File: config.mk
export PLATFORM = sky130hd
export DESIGN_NAME = pause_arbiter
export DESIGN_NICKNAME = d
export VERILOG_FILES = /design/src/rtl/pause_arbiter.sv
export SDC_FILE = /design/constraint.sdc
export NUM_CORES = 1
export LEC_CHECK = 0
export ABC_AREA = 1
export CORE_ASPECT_RATIO = 1.5
export CORE_MARGIN = 8
export CORE_UTILIZATION = 60
export DETAILED_ROUTE_END_ITERATION = 10
export PLACE_DENSITY = 0.81
export SLEW_MARGIN = 40
export SYNTH_ARGS = -nofsm -noshare
export SYNTH_HDL_FRONTEND = slang
export SYNTH_SLANG_ARGS = --single-unit
export TNS_END_PERCENT = 50
File: constraint.sdc
create_clock -name clk_sys -period 3.6 [get_ports clk_sys]
set_clock_uncertainty 0.2 [all_clocks]
set_input_delay 0.72 -clock clk_sys [delete_from_list [all_inputs] [get_ports clk_sys]]
set_output_delay 0.72 -clock clk_sys [all_outputs]
set_load 0.02 [all_outputs]
File: src/rtl/pause_arbiter.sv
// rtl/pause_arbiter.sv - CPU-pause arbiter granting one requester at a time once the CPU is halted
//
// Purpose:
//   Requesters raise a level req to get exclusive access while the CPU is stopped.
//   The arbiter asks the CPU to halt (pause_cpu), waits for cpu_halted or a timeout,
//   then grants requesters one at a time in round-robin order. Back-to-back requesters
//   are handed off without releasing the CPU. When nobody is left, pause_cpu drops and
//   the block waits for the CPU to report it is running again before going idle.
//
// Ports:
//   clk_sys      in   core system clock, rising edge
//   reset_n      in   asynchronous active-low reset
//   req          in   [NREQ] per-requester pause request (level)
//   gnt          out  [NREQ] one-hot or zero grant, registered
//   pause_cpu    out  halt request to the CPU, registered
//   cpu_halted   in   CPU halt acknowledge, synchronous to clk_sys
//   busy         out  high whenever the FSM is not IDLE
//   timeout_err  out  sticky, set when a grant was forced by timeout

module pause_arbiter #(
    parameter int NREQ        = 4,
    parameter int ACK_TIMEOUT = 3000
) (
    input  logic            clk_sys,
    input  logic            reset_n,
    input  logic [NREQ-1:0] req,
    output logic [NREQ-1:0] gnt,
    output logic            pause_cpu,
    input  logic            cpu_halted,
    output logic            busy,
    output logic            timeout_err
);

    localparam int IDX_W = (NREQ > 1) ? $clog2(NREQ) : 1;
    localparam int CNT_W = 20;

    localparam logic [CNT_W-1:0] TMO_LAST  = CNT_W'(ACK_TIMEOUT - 1);
    localparam logic [IDX_W-1:0] LAST_INIT = IDX_W'(NREQ - 1);

    typedef enum logic [2:0] {
        IDLE,
        HALT_WAIT,
        GRANTED,
        HANDOFF,
        RELEASE
    } state_t;

    state_t           state;
    logic [CNT_W-1:0] tmo_cnt;
    logic [IDX_W-1:0] last_idx;

    logic [IDX_W-1:0] win_idx;
    logic             win_found;
    logic [IDX_W-1:0] cand_idx;
    int               cand;

    logic             ack_seen;
    logic             tmo_hit;
    logic             gnt_held;
    logic             others_req;

    // Round-robin search: first requester at or after last_idx+1, wrapping.
    // last_idx resets to NREQ-1 so the very first search starts at index 0.
    always_comb begin
        win_found = 1'b0;
        win_idx   = '0;
        cand      = 0;
        cand_idx  = '0;
        for (int i = 1; i <= NREQ; i++) begin
            cand = int'(last_idx) + i;
            if (cand >= NREQ) begin
                cand = cand - NREQ;
            end
            cand_idx = IDX_W'(cand);
            if (!win_found && req[cand_idx]) begin
                win_found = 1'b1;
                win_idx   = cand_idx;
            end
        end
    end

    assign ack_seen = cpu_halted;
    assign tmo_hit  = (tmo_cnt == TMO_LAST);

    // gnt is one-hot while GRANTED, so it doubles as the mask of the current owner.
    assign gnt_held   = |(req & gnt);
    assign others_req = |(req & ~gnt);

    assign busy = (state != IDLE);

    always_ff @(posedge clk_sys or negedge reset_n) begin
        if (!reset_n) begin
            state       <= IDLE;
            gnt         <= '0;
            pause_cpu   <= 1'b0;
            timeout_err <= 1'b0;
            tmo_cnt     <= '0;
            last_idx    <= LAST_INIT;
        end else begin
            case (state)
                IDLE: begin
                    tmo_cnt <= '0;
                    if (|req) begin
                        state     <= HALT_WAIT;
                        pause_cpu <= 1'b1;
                    end
                end

                HALT_WAIT: begin
                    if (ack_seen || tmo_hit) begin
                        tmo_cnt <= '0;
                        // An acknowledge on the last counted cycle is still a clean handshake.
                        if (!ack_seen) begin
                            timeout_err <= 1'b1;
                        end
                        if (win_found) begin
                            state         <= GRANTED;
                            gnt           <= '0;
                            gnt[win_idx]  <= 1'b1;
                            last_idx      <= win_idx;
                        end else begin
                            // Everyone withdrew while we waited: back out without a grant.
                            state     <= RELEASE;
                            pause_cpu <= 1'b0;
                        end
                    end else begin
                        tmo_cnt <= tmo_cnt + 1'b1;
                    end
                end

                GRANTED: begin
                    // New requests from other indices are deliberately ignored here;
                    // only the owner dropping its req ends the grant.
                    if (!gnt_held) begin
                        gnt <= '0;
                        if (others_req) begin
                            state <= HANDOFF;
                        end else begin
                            state     <= RELEASE;
                            pause_cpu <= 1'b0;
                        end
                    end
                end

                HANDOFF: begin
                    // One dead cycle with gnt low keeps the old and new owner from overlapping.
                    if (win_found) begin
                        state        <= GRANTED;
                        gnt          <= '0;
                        gnt[win_idx] <= 1'b1;
                        last_idx     <= win_idx;
                    end else begin
                        state     <= RELEASE;
                        pause_cpu <= 1'b0;
                    end
                end

                RELEASE: begin
                    // Requests are not looked at until the CPU confirms it is running.
                    if (!cpu_halted) begin
                        state <= IDLE;
                    end
                end

                default: begin
                    state     <= IDLE;
                    gnt       <= '0;
                    pause_cpu <= 1'b0;
                end
            endcase
        end
    end

endmodule

==> results of run 1 <==
==> kinds of logic (layout without fill, tap and decap cells) <==
logic type      Yosys count  after routing  share of synthesized area [%]
flops                    31             31                           37.2
xor+xnor                  3              3                           1.26
fa+ha+maj                 1              1                          0.599
buf+inv                  42             61                           8.56
compound gates           43             43                           13.8
simple gates            176            176                           38.5
==> area by class of cell <==
type,count,area (µm²)
Tap cell,42,52.6
Timing Repair Buffer,14,138
Clock buffer,8,100
Fill cell,305,1030
Sequential cell,31,778
Multi-Input combinational cell,223,1130
Inverter,39,151
==> metal layers <==
| metal | vias up | part of all wire (%) | global-route usage [%] |
|---|---|---|---|
| li1 | 983 | - | - |
| met1 | 893 | 43 | 18.6 |
| met2 | 27 | 52 | 31.2 |
| met3 | 6 | 2.2 | 3.30 |
| met4 | 0 | 2.2 | 8.96 |
| met5 | - | 0 | 0 |
==> flip-flops by register name (all words and copies together) (netlist names) <==
signal and count:
timeout_err 1, last_idx 2, state 3, tmo_cnt 20, pause_cpu 1, gnt 4
==> placed cells by master, fill, tap and decap left out, types with 2 or more instances in the layout <==
| cell type | Yosys | routed |
|---|---|---|
| nand4_1 | 4 | 4 |
| a22o_1 | 3 | 3 |
| nor2_4 | 4 | 4 |
| a21oi_2 | 2 | 2 |
| inv_1 | 34 | 34 |
| o21ai_2 | 2 | 2 |
| nand3_1 | 17 | 17 |
| nor2_1 | 33 | 33 |
| inv_4 | 2 | 2 |
| nor2_2 | 5 | 5 |
| nand2_1 | 98 | 98 |
| nor3b_2 | 2 | 2 |
| clkbuf_8 | 0 | 7 |
| inv_2 | 2 | 2 |
| nand2_2 | 4 | 4 |
| clkdlybuf4s50_1 | 0 | 13 |
| dfstp_2 | 2 | 2 |
| o22ai_1 | 4 | 4 |
| xor2_1 | 3 | 3 |
| a21oi_1 | 12 | 12 |
| dfrtp_1 | 29 | 29 |
| o21ai_0 | 13 | 13 |
| nor3_1 | 5 | 5 |
==> power breakdown <==
group / switching, µW / internal [µW]
clock network: 131 / 175
registers: 62.2 / 411
logic: 494 / 248
==> per-stage QoR <==
step / cell area, µm² / setup slack (ns) / hold slack (ns) / utilization (%) / std cells
after detailed placement: 2250 / 1.14 / 0.273 / 66.6 / 349
after floorplan: 2090 / 1.87 / 0.224 / - / 296
after global routing: 2350 / 1.03 / 0.322 / 69.5 / 357
after CTS: 2350 / 1.12 / 0.292 / 69.5 / 357
final: 2350 / 1.12 / 0.294 / 69.5 / 357
after global placement: 2250 / 1.21 / 0.261 / 66.6 / 349
==> worst max-delay path: cells and delay by family (launching register included) <==
| family | cells | cell delay, ns |
|---|---|---|
| buffers and inverters | 1 | 0.56 |
| and+or+nand+nor | 2 | 0.33 |
| DFF | 1 | 0.38 |
==> worst min path at each step <==
| stage | end | slack (ns) |
|---|---|---|
| 4_1_cts | timeout_err$_DFFE_PN0P_ | 0.29 |
| 6_report | timeout_err$_DFFE_PN0P_ | 0.29 |
| 2_1_floorplan | gnt[0]$_DFFE_PN0P_ | 0.22 |
| 3_3_place_gp | timeout_err$_DFFE_PN0P_ | 0.26 |
| 3_5_place_dp | timeout_err$_DFFE_PN0P_ | 0.27 |
| 5_1_grt | timeout_err$_DFFE_PN0P_ | 0.32 |
==> metrics.cfg, run 1 <==
[critical_path]
endpoint=busy
max_stage_delay_ns=0.56
ff2ff_path_depth=8
end_kind=output port
cp-start-kind=flop
r2r_end=tmo_cnt[6]$_DFFE_PN0P_
crit_start=state[1]$_DFFE_PN0P_
timing.rr.start=state[2]$_DFFE_PN0P_
slowest_stage=clkdlybuf4s50_1
cp_max_fo=4
arrival_ns=1.56
crit_required_ns=2.68
rrSetupSlack_ns=1.62
path_cells=nor2_1, nand2_1, clkdlybuf4s50_1
path_class=reg -> out

[power_and_ir_drop]
p_leak_uw=0.00108
p_per_area_mw_per_mm2=647
p_total_uw=1520
ir_drop_mv=0.618

[final_layout]
syn2layout_area_growth_pct=12.6
drive_gt1_share_pct=13.0
n_antenna_cell=0
nets=322

[synth]
synth_area_leaders=dfrtp_1 35%, nand2_1 18%, inv_1 6.1%
ys_seq_elements=31
syn-cell-area_mm2=0.00209
synth_top_area_share_pct=34.7
ys.warnings.count=0
syn_nets=304
synth-edff-count=0
synthTopCellsByCount=98 x nand2_1, 34 x inv_1, 33 x nor2_1
synth-async-reset-ratio_pct=100
synth.avg_cell_area_um2=7.06
yosysSeqAreaShare_pct=37.2
synth_top_cell_by_area=dfrtp_1
synthMostInstantiatedCell=nand2_1
synth_flop_cell=dfrtp_1
synth.distinct_cells=36
syn_inst=296

[timing]
drv_slew=0
setup-tns-final_ns=0
hold_violations=0
min_period_ns=2.48
worst_pin_slew_ns=0.555
rsz0062_at_grt=no
fin_crit_sh_pct=68.8
max_slew_margin_pct=62.7
max_freq_mhz=404
setup_viol=0

[floorplan]
die_w_um=64.2
die_y_um=88.3
initial_core_util_pct=61.8
dieArea_mm2=0.00567
core_mm2=0.00338
io_pins=14
placementRows=26

[hold_path]
holdCritStartpoint=timeout_err$_DFFE_PN0P_
whs_path_depth=1
hp-class=reg -> reg

[clocking]
ctsHoldBuffers=0
numCtsBuffers=5
htree_levels=2
cts_buffer_depth=2
post_cts_buffers=0
cts.sinks=31
path_clk_slew_ns=0.07
cts_resized=0
cts-root-buf=clkbuf_8
cts_tree=yes
clk_latency_ns=0.28

[detailed_routing]
drt_wl_total_um=4430
ant_nets=0
viasPerCell=5.35
drtIter0Drc=74
drt_first_pass_iters=4
wl_per_cell_um=12.4
drcViolationCount=0
num_vias=1909

[global_route]
track_usage_pct=17.3
grt_pass1_vias=1850
gr-total-overflow=0
grt_pass1_wl_um=7870
grt_max_degree=32
antenna_found_initial=0

[outcome]
status=complete, no violations

[placed_design]
hpwl_um=3390
gp_congestion=0.832
place.port_buffers=13

[flow_run]
drv_cap=0

Note: power is estimated with default switching activity, not from simulation.
==> run 2, diff against run 1 <==
CORE_UTILIZATION = 59   (was 60)
PLACE_DENSITY = 0.8   (was 0.81)
clock period = 2.6 ns   (was 3.6 ns; I/O delays follow)
==> run 2 against run 1 <==
Core utilization decreased by 1.2 points. Die area up 1.3%. Combinational power increased by 39%. Cell area shrank 0.80%. Final cell count unchanged. Power increased by 35%. Critical path type unchanged. Largest power group unchanged.
==> metrics.cfg, run 2 (synthesis results as in run 1) <==
[final_layout]
largestRegisters=tmo_cnt: 20 flops, gnt: 4 flops, state: 3 flops
final_util_pct=68.3
largest_register=tmo_cnt
largest_register_ff_count=20
final_common_cell=nand2_1
nets=322
seq_area_um2=778
n_antenna_cell=0
drive_gt1_share_pct=12.7
multi_input_area_mm2=0.00113
fill_cells=298
mostFrequentLayoutCells=98 x nand2_1, 34 x inv_1, 33 x nor2_1
syn2layout_area_growth_pct=11.7

[timing]
max_freq_mhz=445
setup-tns-final_ns=0
max_slew_margin_pct=67.4
setup_viol=0
min_period_ns=2.25
rsz0062_at_grt=no
drv_slew=0
timing.final.ws_setup_ns=0.354
fin_hold_ws_ns=0.290
hold_violations=0
worst_pin_slew_ns=0.486
fin_crit_sh_pct=86.4

[floorplan]
die_w_um=64.6
placementRows=26
dieArea_mm2=0.00574
io_pins=14
die_y_um=88.9
core_mm2=0.00342
initial_core_util_pct=61.2

[placed_design]
gp_congestion=0.918
pre_cts_ws_ns=0.359
place.port_buffers=13
hpwl_um=3360

[outcome]
status=complete, no violations

[clocking]
cts-root-buf=clkbuf_8
cts.sinks=31
cts_buffer_depth=2
path_clk_slew_ns=0.07
ctsHoldBuffers=0
post_cts_buffers=0
htree_levels=2
clk_latency_ns=0.28
cts_resized=0
numCtsBuffers=5
cts_tree=yes

[global_route]
gr-total-overflow=0
grt_max_degree=32
antenna_found_initial=0
track_usage_pct=17.0
grt_pass1_vias=1958
grt_pass1_wl_um=7920

[critical_path]
cp-start-kind=flop
max_stage_delay_ns=0.56
end_kind=output port
path_cells=nor2_1, nand2_1, clkdlybuf4s50_1
path_delay_family=buffers and inverters
crit_required_ns=1.88
slowest_stage=clkdlybuf4s50_1
arrival_ns=1.53
path_buf_inv=1
cp_max_fo=4
path_class=reg -> out

[detailed_routing]
viasPerCell=5.40
drcViolationCount=0
drt_first_pass_iters=4
wl_per_cell_um=12.5
num_vias=1929
ant_nets=0
drt_wl_total_um=4460
drtIter0Drc=76

[flow_run]
drv_cap=0

[power_and_ir_drop]
p_leak_uw=0.00107
p_per_area_mw_per_mm2=878
p_total_uw=2050
ir_drop_mv=0.815

[hold_path]
hp-class=reg -> reg

[run 2: where the power goes]
group          internal (µW)  switching [µW]  leakage (µW)
Sequential               569            86.9      0.000415
Clock                    188             177     0.0000422
Combinational            344             684      0.000613
[run 2: through the flow]
stage | std cells | cell area (µm²)
after global routing | 357 | 2330
after CTS | 357 | 2330
final | 357 | 2330
after global placement | 349 | 2250
after floorplan | 296 | 2090
after detailed placement | 349 | 2250
[run 2: routing by layer]
layer  global-route usage, %  vias to the layer above  part of all wire [%]
met5                       0                        -                     0
met2                    32.2                       36                    52
met1                    17.5                      905                    45
met4                    7.17                        0                  0.81
li1                        -                      984                     -
met3                    3.30                        4                   2.2
[run 2: area by class of cell]
| class | count | share of cell area (%) |
|---|---|---|
| multi-input combinational | 223 | 48.5 |
| sequential | 31 | 33.4 |
| inverter | 39 | 6.49 |
| timing repair buffer | 14 | 5.90 |
| clock buffer | 7 | 3.27 |
| tap | 42 | 2.25 |
| clock inverter | 1 | 0.214 |
[run 2: path summary, 6_finish.rpt]
check                                          end  slack, ns  cells past startpoint                    start
max                                           busy       0.35                      3     state[0]$_DFFE_PN0P_
min                        timeout_err$_DFFE_PN0P_       0.29                      1  timeout_err$_DFFE_PN0P_
max reg2reg                 tmo_cnt[6]$_DFFE_PN0P_       0.66                      8     state[2]$_DFFE_PN0P_
min reg2reg                timeout_err$_DFFE_PN0P_       0.29                      1  timeout_err$_DFFE_PN0P_
max in group asynchronous  last_idx[0]$_DFFE_PN1P_       1.43                      2                  reset_n
min in group asynchronous   tmo_cnt[8]$_DFFE_PN0P_       0.43                      2                  reset_n
==> run 3, diff against run 2 <==
CORE_MARGIN = 4   (was 8)
==> run 3 against run 2 <==
Sequential share of layout area down 0.089 points. Critical path depth unchanged. Via count up 0.31%. Non-clock buffer count up 1. Flip-flop and latch count unchanged. Critical path type unchanged. Critical endpoint unchanged. Largest cell class unchanged.
==> metrics.cfg, run 3 (synthesis results as in run 1) <==
[detailed_routing]
drtIter0Drc=83
wl_per_cell_um=12.6
ant_nets=0
viasPerCell=5.41
drcViolationCount=0
wl_met1_um=1910
wl_met2_um=2380
drt_wl_total_um=4530
dr.max_layer_used=met4
routed-wl-met3_um=109
drt_first_pass_iters=6
num_vias=1935

[hold_path]
hp-class=reg -> reg
whs_path_depth=1

[final_layout]
multi_input_area_mm2=0.00113
n_antenna_cell=0
mostFrequentLayoutCells=98 x nand2_1, 34 x inv_1, 33 x nor2_1
final_common_cell=nand2_1
nets=323
drive_gt1_share_pct=12.7
fill_cells=305
seq_area_um2=778
fin_cells=358
largest_register=tmo_cnt
largestRegisters=tmo_cnt: 20 flops, gnt: 4 flops, state: 3 flops
syn2layout_area_growth_pct=12.0
largest_register_ff_count=20

[timing]
setup-tns-final_ns=0
max_freq_mhz=441
setup_viol=0
max_slew_margin_pct=64.6
rsz0062_at_grt=no
hold_violations=0
worst_pin_slew_ns=0.527
fin_crit_sh_pct=87.2
drv_slew=0
min_period_ns=2.27

[clocking]
numCtsBuffers=5
path_clk_slew_ns=0.06
clk_latency_ns=0.28
ctsHoldBuffers=0
cts_tree=yes
post_cts_buffers=0
htree_levels=2
cts_buffer_depth=2
cts-root-buf=clkbuf_8
cts_resized=0
cts.sinks=31

[critical_path]
ff2ff_path_depth=6
max_stage_delay_ns=0.56
cp-start-kind=flop
path_delay_family=buffers and inverters
path_class=reg -> out
path_buf_inv=1
worst-path-stages=3
path_cells=nor2_1, nand2_1, clkdlybuf4s50_1
arrival_ns=1.55
cp_max_fo=4
crit_required_ns=1.88
slowest_stage=clkdlybuf4s50_1
end_kind=output port

[global_route]
gr-total-overflow=0
antenna_found_initial=0
grt_pass1_wl_um=8180
grt_pass1_vias=1955
track_usage_pct=22.6
grt_max_degree=32

[floorplan]
io_pins=14
dieArea_mm2=0.00458
core_mm2=0.00342
die_w_um=56.6
die_y_um=80.9
initial_core_util_pct=61.2
placementRows=26

[flow_run]
drv_cap=0

[outcome]
status=complete, no violations

[power_and_ir_drop]
p_leak_uw=0.00107
p_per_area_mw_per_mm2=881
ir_drop_mv=0.697
p_total_uw=2060

[placed_design]
place.port_buffers=13
hpwl_um=3420
post-place-cells=350
gp_congestion=0.894

run 3: metrics by stage:
step / hold slack [ns] / cell area (µm²) / util [%] / setup WS [ns]
final: 0.294 / 2340 / 68.5 / 0.332
after global routing: 0.347 / 2340 / 68.5 / 0.214
after CTS: 0.297 / 2340 / 68.5 / 0.319
after detailed placement: 0.277 / 2260 / 66.2 / 0.391
after global placement: 0.284 / 2260 / 66.2 / 0.444
after floorplan: 0.0244 / 2090 / - / 0.922
run 3: path summary, 6_finish.rpt:
kind                                              start                       to  slack (ns)
worst max-delay path               state[0]$_DFFE_PN0P_                     busy        0.33
worst min-delay path            timeout_err$_DFFE_PN0P_  timeout_err$_DFFE_PN0P_        0.29
worst max register to register   tmo_cnt[0]$_DFFE_PN0P_  tmo_cnt[18]$_DFFE_PN0P_        0.64
worst min register to register  timeout_err$_DFFE_PN0P_  timeout_err$_DFFE_PN0P_        0.29
max in group asynchronous                       reset_n  last_idx[1]$_DFFE_PN1P_        1.43
min in group asynchronous                       reset_n   tmo_cnt[6]$_DFFE_PN0P_        0.43
run 3: power breakdown:
group,switching [µW],leakage [µW],total (µW),internal [µW]
Combinational,690,0.000618,1040,354
Clock,172,0.0000395,362,190
Sequential,86.2,0.000415,655,569
run 3: routing by layer:
layer  up-vias  GRT usage [%]
li1        984              -
met3        12           3.66
met5         -              0
met2        30           39.5
met1       909           25.9
met4         0           12.8
run 3: final cells by class:
type / instances / share of cell area [%]
Timing Repair Buffer: 15 / 6.20
Inverter: 39 / 6.47
Multi-Input combinational cell: 223 / 48.4
Clock buffer: 8 / 3.42
Sequential cell: 31 / 33.3
Tap cell: 42 / 2.25
